$ cat src/rtl/izh_neuron_array.sv
// izh_neuron_array: NUM_NEURONS Izhikevich channels time-multiplexed onto one update datapath.
// Ports:
//   clk, reset (sync, active-low), enable, input_enable : clocking / run control
//   stimulus_in  : per-channel unsigned stimulus, channel i at [i*STIM_W +: STIM_W]
//   load_mode, serial_data : framed MSB-first parameter loader {ch, a, b, c, d}
//   mon_sel / membrane_out : registered top byte of v for the selected channel
//   spike_out, params_ready : per-channel flags
//   load_done, load_err, sweep_done : one-cycle status pulses
// Optional feature: define IZH_REFRACTORY_EN for per-channel refractory counters.
module izh_neuron_array #(
    parameter int unsigned NUM_NEURONS = 4,
    parameter int unsigned CH_W = 2,
    parameter int unsigned PARAM_W = 6,
    parameter int unsigned STATE_W = 16,
    parameter int unsigned STIM_W = 8,
    parameter int unsigned SQ_SHIFT = 8,
    parameter int unsigned DT_SHIFT = 2,
    parameter logic signed [STATE_W-1:0] V_PEAK = 16'sd120,
    parameter int unsigned REFRAC_CYCLES = 3
) (
    input  logic                          clk,
    input  logic                          reset,
    input  logic                          enable,
    input  logic                          input_enable,
    input  logic [NUM_NEURONS*STIM_W-1:0] stimulus_in,
    input  logic                          load_mode,
    input  logic                          serial_data,
    input  logic [CH_W-1:0]               mon_sel,
    output logic [7:0]                    membrane_out,
    output logic [NUM_NEURONS-1:0]        spike_out,
    output logic [NUM_NEURONS-1:0]        params_ready,
    output logic                          load_done,
    output logic                          load_err,
    output logic                          sweep_done
);
    localparam int unsigned FRAME_W = CH_W + 4 * PARAM_W;
    localparam int unsigned CNT_W = $clog2(FRAME_W + 1);
    localparam int unsigned MATH_W = 2 * STATE_W + 4;
    localparam logic signed [MATH_W-1:0] K_FIVE = MATH_W'(5);
    localparam logic signed [MATH_W-1:0] K_140 = MATH_W'(140);
    localparam logic signed [MATH_W-1:0] S_MAX = {{(MATH_W-STATE_W+1){1'b0}}, {(STATE_W-1){1'b1}}};
    localparam logic signed [MATH_W-1:0] S_MIN = {{(MATH_W-STATE_W+1){1'b1}}, {(STATE_W-1){1'b0}}};

    function automatic logic signed [MATH_W-1:0] sext_state(input logic signed [STATE_W-1:0] x);
        return {{(MATH_W-STATE_W){x[STATE_W-1]}}, x};
    endfunction

    function automatic logic signed [MATH_W-1:0] sext_param(input logic signed [PARAM_W-1:0] x);
        return {{(MATH_W-PARAM_W){x[PARAM_W-1]}}, x};
    endfunction

    function automatic logic signed [STATE_W-1:0] param_to_state(input logic signed [PARAM_W-1:0] x);
        return {{(STATE_W-PARAM_W){x[PARAM_W-1]}}, x};
    endfunction

    function automatic logic signed [STATE_W-1:0] sat(input logic signed [MATH_W-1:0] x);
        if (x > S_MAX) return S_MAX[STATE_W-1:0];
        if (x < S_MIN) return S_MIN[STATE_W-1:0];
        return x[STATE_W-1:0];
    endfunction

    logic signed [STATE_W-1:0] v_q [NUM_NEURONS];
    logic signed [STATE_W-1:0] u_q [NUM_NEURONS];
    logic signed [PARAM_W-1:0] a_q [NUM_NEURONS];
    logic signed [PARAM_W-1:0] b_q [NUM_NEURONS];
    logic signed [PARAM_W-1:0] c_q [NUM_NEURONS];
    logic signed [PARAM_W-1:0] d_q [NUM_NEURONS];
    logic [CH_W-1:0]           ptr_q;

    // Loader: the shift register holds all but the newest bit; frame is the full candidate word.
    logic [FRAME_W-2:0]        shift_q;
    logic [CNT_W-1:0]          cnt_q, cnt_d;
    logic [FRAME_W-1:0]        frame;
    logic [CH_W-1:0]           frame_ch;
    logic signed [PARAM_W-1:0] frame_a, frame_b, frame_c, frame_d;
    logic                      commit, err;

    assign frame    = {shift_q, serial_data};
    assign frame_ch = frame[FRAME_W-1 -: CH_W];
    assign frame_a  = frame[4*PARAM_W-1 -: PARAM_W];
    assign frame_b  = frame[3*PARAM_W-1 -: PARAM_W];
    assign frame_c  = frame[2*PARAM_W-1 -: PARAM_W];
    assign frame_d  = frame[PARAM_W-1:0];

    always_comb begin
        cnt_d  = '0;
        commit = 1'b0;
        err    = 1'b0;
        if (load_mode) begin
            cnt_d = cnt_q + CNT_W'(1);
            if (cnt_q == CNT_W'(FRAME_W - 1)) begin
                cnt_d = '0;
                if (int'(frame_ch) < NUM_NEURONS) commit = 1'b1;
                else                              err    = 1'b1;
            end
        end
    end

    // Update datapath for the channel under the pointer.
    logic                      upd_en, visit, fire, refr_active;
    logic signed [STATE_W-1:0] v_cur, v_upd, u_upd, v_mon;
    logic signed [MATH_W-1:0]  v_x, u_x, a_x, b_x, d_x, stim_x, vv, dv, bv;

`ifdef IZH_REFRACTORY_EN
    localparam int unsigned REF_W = $clog2(REFRAC_CYCLES + 1);
    logic [REF_W-1:0] ref_q [NUM_NEURONS];
    logic [REF_W-1:0] ref_upd;
`endif

    assign upd_en = enable & input_enable;
    assign visit  = upd_en & params_ready[ptr_q];

    always_comb begin
        v_cur  = v_q[ptr_q];
        v_x    = sext_state(v_cur);
        u_x    = sext_state(u_q[ptr_q]);
        a_x    = sext_param(a_q[ptr_q]);
        b_x    = sext_param(b_q[ptr_q]);
        d_x    = sext_param(d_q[ptr_q]);
        stim_x = {{(MATH_W-STIM_W){1'b0}}, stimulus_in[ptr_q*STIM_W +: STIM_W]};
`ifdef IZH_REFRACTORY_EN
        refr_active = (ref_q[ptr_q] != '0);
`else
        refr_active = 1'b0;
`endif
        if (refr_active) stim_x = '0;
        fire = !refr_active && (v_cur >= V_PEAK);
        vv   = (v_x * v_x) >>> SQ_SHIFT;
        dv   = vv + K_FIVE * v_x + K_140 - u_x + stim_x;
        bv   = (b_x * v_x) >>> 4;
        if (fire) begin
            v_upd = param_to_state(c_q[ptr_q]);
            u_upd = sat(u_x + d_x);
        end else begin
            v_upd = sat(v_x + (dv >>> DT_SHIFT));
            u_upd = sat(u_x + ((a_x * (bv - u_x)) >>> 8));
        end
`ifdef IZH_REFRACTORY_EN
        if (fire)             ref_upd = REF_W'(REFRAC_CYCLES);
        else if (refr_active) ref_upd = ref_q[ptr_q] - REF_W'(1);
        else                  ref_upd = '0;
`endif
    end

    // Monitor sees the post-edge value of v, including a same-edge commit.
    always_comb begin
        if (commit && frame_ch == mon_sel)    v_mon = param_to_state(frame_c);
        else if (visit && ptr_q == mon_sel)   v_mon = v_upd;
        else                                  v_mon = v_q[mon_sel];
    end

    always_ff @(posedge clk) begin
        if (!reset) begin
            for (int i = 0; i < NUM_NEURONS; i++) begin
                v_q[i] <= '0;
                u_q[i] <= '0;
                a_q[i] <= '0;
                b_q[i] <= '0;
                c_q[i] <= '0;
                d_q[i] <= '0;
`ifdef IZH_REFRACTORY_EN
                ref_q[i] <= '0;
`endif
            end
            ptr_q        <= '0;
            shift_q      <= '0;
            cnt_q        <= '0;
            membrane_out <= '0;
            spike_out    <= '0;
            params_ready <= '0;
            load_done    <= 1'b0;
            load_err     <= 1'b0;
            sweep_done   <= 1'b0;
        end else begin
            if (load_mode) shift_q <= frame[FRAME_W-2:0];
            cnt_q      <= cnt_d;
            load_done  <= commit;
            load_err   <= err;
            sweep_done <= upd_en && (ptr_q == CH_W'(NUM_NEURONS - 1));
            if (upd_en) begin
                ptr_q <= (ptr_q == CH_W'(NUM_NEURONS - 1)) ? '0 : ptr_q + CH_W'(1);
                if (params_ready[ptr_q]) begin
                    v_q[ptr_q]       <= v_upd;
                    u_q[ptr_q]       <= u_upd;
                    spike_out[ptr_q] <= fire;
`ifdef IZH_REFRACTORY_EN
                    ref_q[ptr_q]     <= ref_upd;
`endif
                end else begin
                    spike_out[ptr_q] <= 1'b0;
                end
            end
            // Later assignment wins: a commit overrides a same-edge update of that channel.
            if (commit) begin
                a_q[frame_ch]          <= frame_a;
                b_q[frame_ch]          <= frame_b;
                c_q[frame_ch]          <= frame_c;
                d_q[frame_ch]          <= frame_d;
                v_q[frame_ch]          <= param_to_state(frame_c);
                u_q[frame_ch]          <= '0;
                spike_out[frame_ch]    <= 1'b0;
                params_ready[frame_ch] <= 1'b1;
`ifdef IZH_REFRACTORY_EN
                ref_q[frame_ch]        <= '0;
`endif
            end
            membrane_out <= v_mon[STATE_W-1 -: 8];
        end
    end

endmodule

$ cat config.mk
export PLATFORM = sky130hd
export DESIGN_NAME = izh_neuron_array
export DESIGN_NICKNAME = d
export VERILOG_FILES = /design/src/rtl/izh_neuron_array.sv
export SDC_FILE = /design/constraint.sdc
export NUM_CORES = 2
export LEC_CHECK = 0
export ABC_AREA = 1
export CAP_MARGIN = 10
export CORE_MARGIN = 4
export CORE_UTILIZATION = 50
export CTS_CLUSTER_SIZE = 10
export DETAILED_ROUTE_END_ITERATION = 8
export PLACE_DENSITY = 0.66
export SYNTH_ARGS = -nofsm -noshare
export SYNTH_HDL_FRONTEND = slang
export SYNTH_SLANG_ARGS = --single-unit
$ cat constraint.sdc
create_clock -name clk -period 31 [get_ports clk]
set_input_delay 6.2 -clock clk [delete_from_list [all_inputs] [get_ports clk]]
set_output_delay 6.2 -clock clk [all_outputs]
set_load 0.005 [all_outputs]
# Word level (Yosys, flattened, before mapping)

Memory sizes are Yosys's and may differ from the RTL's. A register that Yosys moved wholly into a read port is not among the register bits.
Index checks and enable logic that the tools add are counted.

Add/sub/neg operators: 10
Multipliers: 4
Order comparisons: 11
Equal/unequal tests: 2
Shift-type cells: 1
Muxes and demuxes: 87
Bitwise gates (word level): 8
Reduce and logical (&&, ||, !) cells: 13

Operator list:

| kind                                                                              | count |
|---|---|
| 16-bit two-way mux                                                                | 18 |
| 16-bit OR reduction                                                               | 4 |
| 2-bit two-way mux                                                                 | 21 |
| 1-bit two-way mux                                                                 | 36 |
| 16-bit by 16-bit multiplier with 32-bit output                                    | 1 |
| 32-bit by 6-bit indexed part select with 8-bit output                             | 1 |
| 27-bit by 9-bit adder with 28-bit output                                          | 1 |
| 16-bit by 26-bit adder with 27-bit output                                         | 1 |
| 27-bit by 16-bit greater-than comparator with 1-bit output, second input constant | 1 |
| 27-bit by 16-bit less-than comparator with 1-bit output, second input constant    | 1 |
| 26-bit by 16-bit subtractor with 27-bit output                                    | 1 |
| 25-bit by 9-bit adder with 26-bit output, second input constant                   | 1 |
| 24-bit by 20-bit adder with 25-bit output                                         | 1 |
| 6-bit by 19-bit multiplier with 25-bit output                                     | 1 |
| 6-bit two-way mux                                                                 | 4 |
| 6-bit OR reduction                                                                | 4 |
| 6-bit by 16-bit multiplier with 22-bit output                                     | 1 |
| 4-bit by 16-bit multiplier with 20-bit output, first input constant               | 1 |
| 18-bit by 16-bit subtractor with 19-bit output                                    | 1 |
| 16-bit by 17-bit adder with 18-bit output                                         | 1 |
| 18-bit by 16-bit greater-than comparator with 1-bit output, second input constant | 1 |
| 18-bit by 16-bit less-than comparator with 1-bit output, second input constant    | 1 |
| 16-bit by 6-bit adder with 17-bit output                                          | 1 |
| 17-bit by 16-bit greater-than comparator with 1-bit output, second input constant | 1 |
| 20 further kinds                                                                  | 31 |

Bits in registers: 42
Bits in writable memories: 224
Input bits: 40
Output and inout port bits: 19
Word-level logic and storage cells: 149
Memories kept: 6

Memories:

| name | words | width | rd ports | clocked after memory_dff | write ports | line | RTL |
|---|---|---|---|---|---|---|---|
| u_q  | 4     | 16    | 1        | 1                        | 4           | 63   | `logic signed [STATE_W-1:0] u_q [NUM_NEURONS];` |
| v_q  | 4     | 16    | 2        | 2                        | 4           | 62   | `logic signed [STATE_W-1:0] v_q [NUM_NEURONS];` |
| a_q  | 4     | 6     | 1        | 1                        | 4           | 64   | `logic signed [PARAM_W-1:0] a_q [NUM_NEURONS];` |
| b_q  | 4     | 6     | 1        | 1                        | 4           | 65   | `logic signed [PARAM_W-1:0] b_q [NUM_NEURONS];` |
| c_q  | 4     | 6     | 1        | 1                        | 4           | 66   | `logic signed [PARAM_W-1:0] c_q [NUM_NEURONS];` |
| d_q  | 4     | 6     | 1        | 1                        | 4           | 67   | `logic signed [PARAM_W-1:0] d_q [NUM_NEURONS];` |

# Longest topological paths before layout

Depth after elaboration: 15
Depth in mapped cells: 70
Mapped depth without buffers: 66

# Worst setup path before layout

No wires, ideal clock.

Path type: input to register
From: input stimulus_in[9]
To: memory v_q[0][0] (data pin)
Setup time: 0.256 ns
Arrival time: 12.113 ns
Data required time: 30.744 ns
Setup slack: 18.631 ns
Cell stages on the path: 39
Path buffers: 1
Cells stage by stage: o21ai_0 > o22ai_1 > ha_1 > fa_1 > inv_1 > fa_1 > inv_1 > ha_1 > a21o_1 > ha_1 > inv_1 > fa_1 > o21ai_0 > nand2_1 > nand2_1 > a21oi_1 > o21bai_1 > nand2_1 > [... 3 more ...] > a21oi_1 > xor2_1 > ha_1 > nand2_1 > nor2_1 > nand2_1 > nor2_1 > nand2_1 > nand3_1 > nand2_1 > nand2_1 > nand2_1 > nor2_1 > nand4_1 > nand2_1 > buf_2 > nand3_1 > a31o_2

RTL lines:

| what               | line | RTL |
|---|---|---|
| start: declaration | 25   | `input logic [NUM_NEURONS*STIM_W-1:0] stimulus_in,` |
| end: declaration   | 62   |  |

==> flow_metrics.py <==
metrics = {
    "cts": {
        "cts_tree": "built",
        "htree_levels": 1,
        "cts_setup_buffers": 0,
        "cts_resized": 0,
        "clk_pin_slew_ns": 0.06,
        "cts.sinks": 276,
        "clock_latency_ns": 0.59,
        "clockBufferDepth": 3,
        "holdBufCountCts": 0,
        "cts_buffers": 31,
        "cts_root_buffer": "clkbuf_16",
    },
    "global_routing": {
        "grt_pass1_vias": 29700,
        "grt_start_max_net_pins": 70,
        "grt_util_met2_pct": 44.9,
        "grt.met1_usage_pct": 37.1,
        "grt_use_met3_pct": 3.31,
        "antenna_found_initial": 0,
        "grt_usage_pct": 26.7,
        "gr-total-overflow": 0,
        "grt_first_pass_wirelength_mm": 160,
        "top_usage_layer": "met2",
    },
    "timing": {
        "finalHoldViolCount": 0,
        "max_freq_mhz": 67.7,
        "fin_worst_skew_ns": 0.0252,
        "finalCritPeriodShare_pct": 47.7,
        "worst_pin_slew_ns": 1.22,
        "rsz0062_at_grt": "no",
        "min_period_ns": 14.77,
        "report.final.slew_viol_count": 0,
        "relSlewSlack_pct": 18.7,
        "finalSetupViolations": 0,
        "setup_tns_ns": 0,
        "holdWs_ns": 0.453,
    },
    "setup_path": {
        "cp_slowest_cell": "buf_4",
        "crit_arrival_ns": 15.28,
        "path_class": "reg -> reg",
        "r2r_slack_ns": 16.23,
        "worstSetupStartpointType": "flop",
        "crit_buf_inv": 14,
        "required_ns": 31.51,
        "crit_path_end_kind": "flop",
        "path_max_fanout": 51,
        "cp_common_cell": "nand2_1",
        "critPathTopFamily": "adder cells",
        "critPathMaxStageDelay_ns": 0.64,
    },
    "drt": {
        "dr.pass1.iters": 5,
        "vias_per_cell": 5.48,
        "wirelength_mm": 99.8,
        "drt_iter0_markers": 2689,
        "vias": 29600,
        "remaining_drc_errors": 0,
        "drtAntennaViolNets": 0,
        "post_drt_wl_per_cell_um": 18.5,
    },
    "synth": {
        "async_flop_share_pct": 0,
        "synth_top_area_cell": "fa_1",
        "synth.most_common_cell": "nand2_1",
        "ys_types": 58,
        "synth_edf_count": 160,
        "yosys_warnings": 0,
        "synth_top_area_share_pct": 24.2,
        "synthesis.nets": 5262,
        "synth-seq-cells": 276,
        "synth_cells": 4445,
        "netlist_top_cells_count": "nand2_1, inv_1, nor2_1, fa_1, ha_1",
        "syn_area_per_cell_um2": 7.99,
        "seq_area_frac_synth_pct": 20.1,
        "syn_area_um2": 35500,
        "synthFlopType": "edfxtp_1",
        "synthTopCellsByArea": "fa_1, edfxtp_1, ha_1",
    },
    "placement": {
        "gp_congestion": 0.946,
        "dp_hpwl_mm": 78.2,
        "portBuffers": 57,
        "placedCellCount": 5349,
    },
    "die": {
        "core_area_um2": 70300,
        "fp.dieH_um": 275,
        "ios": 59,
        "die-width_um": 275,
        "num_rows": 97,
        "start_util_pct": 50.5,
        "dieArea_um2": 75400,
    },
    "cells_and_area": {
        "fillCellCount": 6590,
        "multi_input_comb_area_um2": 24800,
        "final_util_pct": 53.9,
        "drive_gt1_share_pct": 3.34,
        "finalNetCount": 5259,
        "instances_no_fill": 5403,
        "area_delta_synth_final_pct": 6.58,
        "ff_latch_area_um2": 7130,
        "antenna_cells": 0,
    },
    "min_path": {
        "hold_class": "reg -> reg",
    },
    "run_status": {
        "status": "completed",
    },
    "flow_run": {
        "drv_cap": 0,
    },
}
## layer usage
metal	wire, um	up-vias
met4	2750	0
met3	7030	159
li1	-	14100
met2	47300	1021
met1	42800	14300
met5	0	-
## sequential cells by signal, summed over array words and instances, names as in the netlist, named ones only
signal,flops
ptr_q,2
d_q,24
load_done,1
sweep_done,1
params_ready,4
spike_out,4
c_q,24
membrane_out,8
b_q,24
v_q,64
a_q,24
cnt_q,5
shift_q,25
u_q,64
## worst min-delay path: stages (launching register included)
cell and delay, ns:
dfxtp_1 0.31, nand2_1 0.06, nand2_1 0.04
## cells by family (layout without fill, tap and decap cells)
family                     count (synthesis)  after routing  synth area share, %
other                                      1              1               0.0106
xor gates and xnor gates                 164            164                 4.04
and+or+nand+nor                         1615           1615                 18.4
DFF                                      276            276                 20.1
muxes                                      1              1               0.0317
buffers and inverters                    940            958                 10.2
AOI/OAI and AO/OA                        671            671                 10.8
adders and majority gates                777            777                 36.4
## layout make-up
class	instances	share of cell area (%)
Tap cell	940	3.11
Clock buffer	52	2.26
Sequential cell	276	18.8
Inverter	811	8.04
Clock inverter	2	0.0661
Multi-Input combinational cell	3229	65.5
Timing Repair Buffer	93	2.22
## layout by cell type, fill, tap and decap left out, types with 36 or more instances in the layout
cell type / instances
dfxtp_1: 115
o21ai_1: 70
nor2_1: 528
nand3_1: 140
o21ai_0: 203
nand2_1: 835
xor2_1: 109
edfxtp_1: 160
clkdlybuf4s50_1: 57
a21oi_1: 237
buf_4: 36
ha_1: 348
xnor2_1: 55
inv_1: 794
fa_1: 429
## metrics by stage
step	setup slack, ns	instance area [um^2]
final	16.23	37900
after global routing	15.36	37900
after CTS	16.38	37900
after detailed placement	16.39	37000
after global placement	16.51	37000
after floorplan	18.63	35500
## path summary, 6_finish.rpt
| kind | from | endpoint | cells after the start |
|---|---|---|---|
| setup / recovery | flop | membrane_out[3] | 62 |
| setup reg to reg | flop | membrane_out[3] | 62 |
| hold reg to reg | u_q[1][11] | u_q[1][11] | 2 |
| hold / removal | u_q[1][11] | u_q[1][11] | 2 |
Power is left out: the tool's default activity adds up to more than one toggle a clock period on the data nets, which glitch-free logic cannot reach.
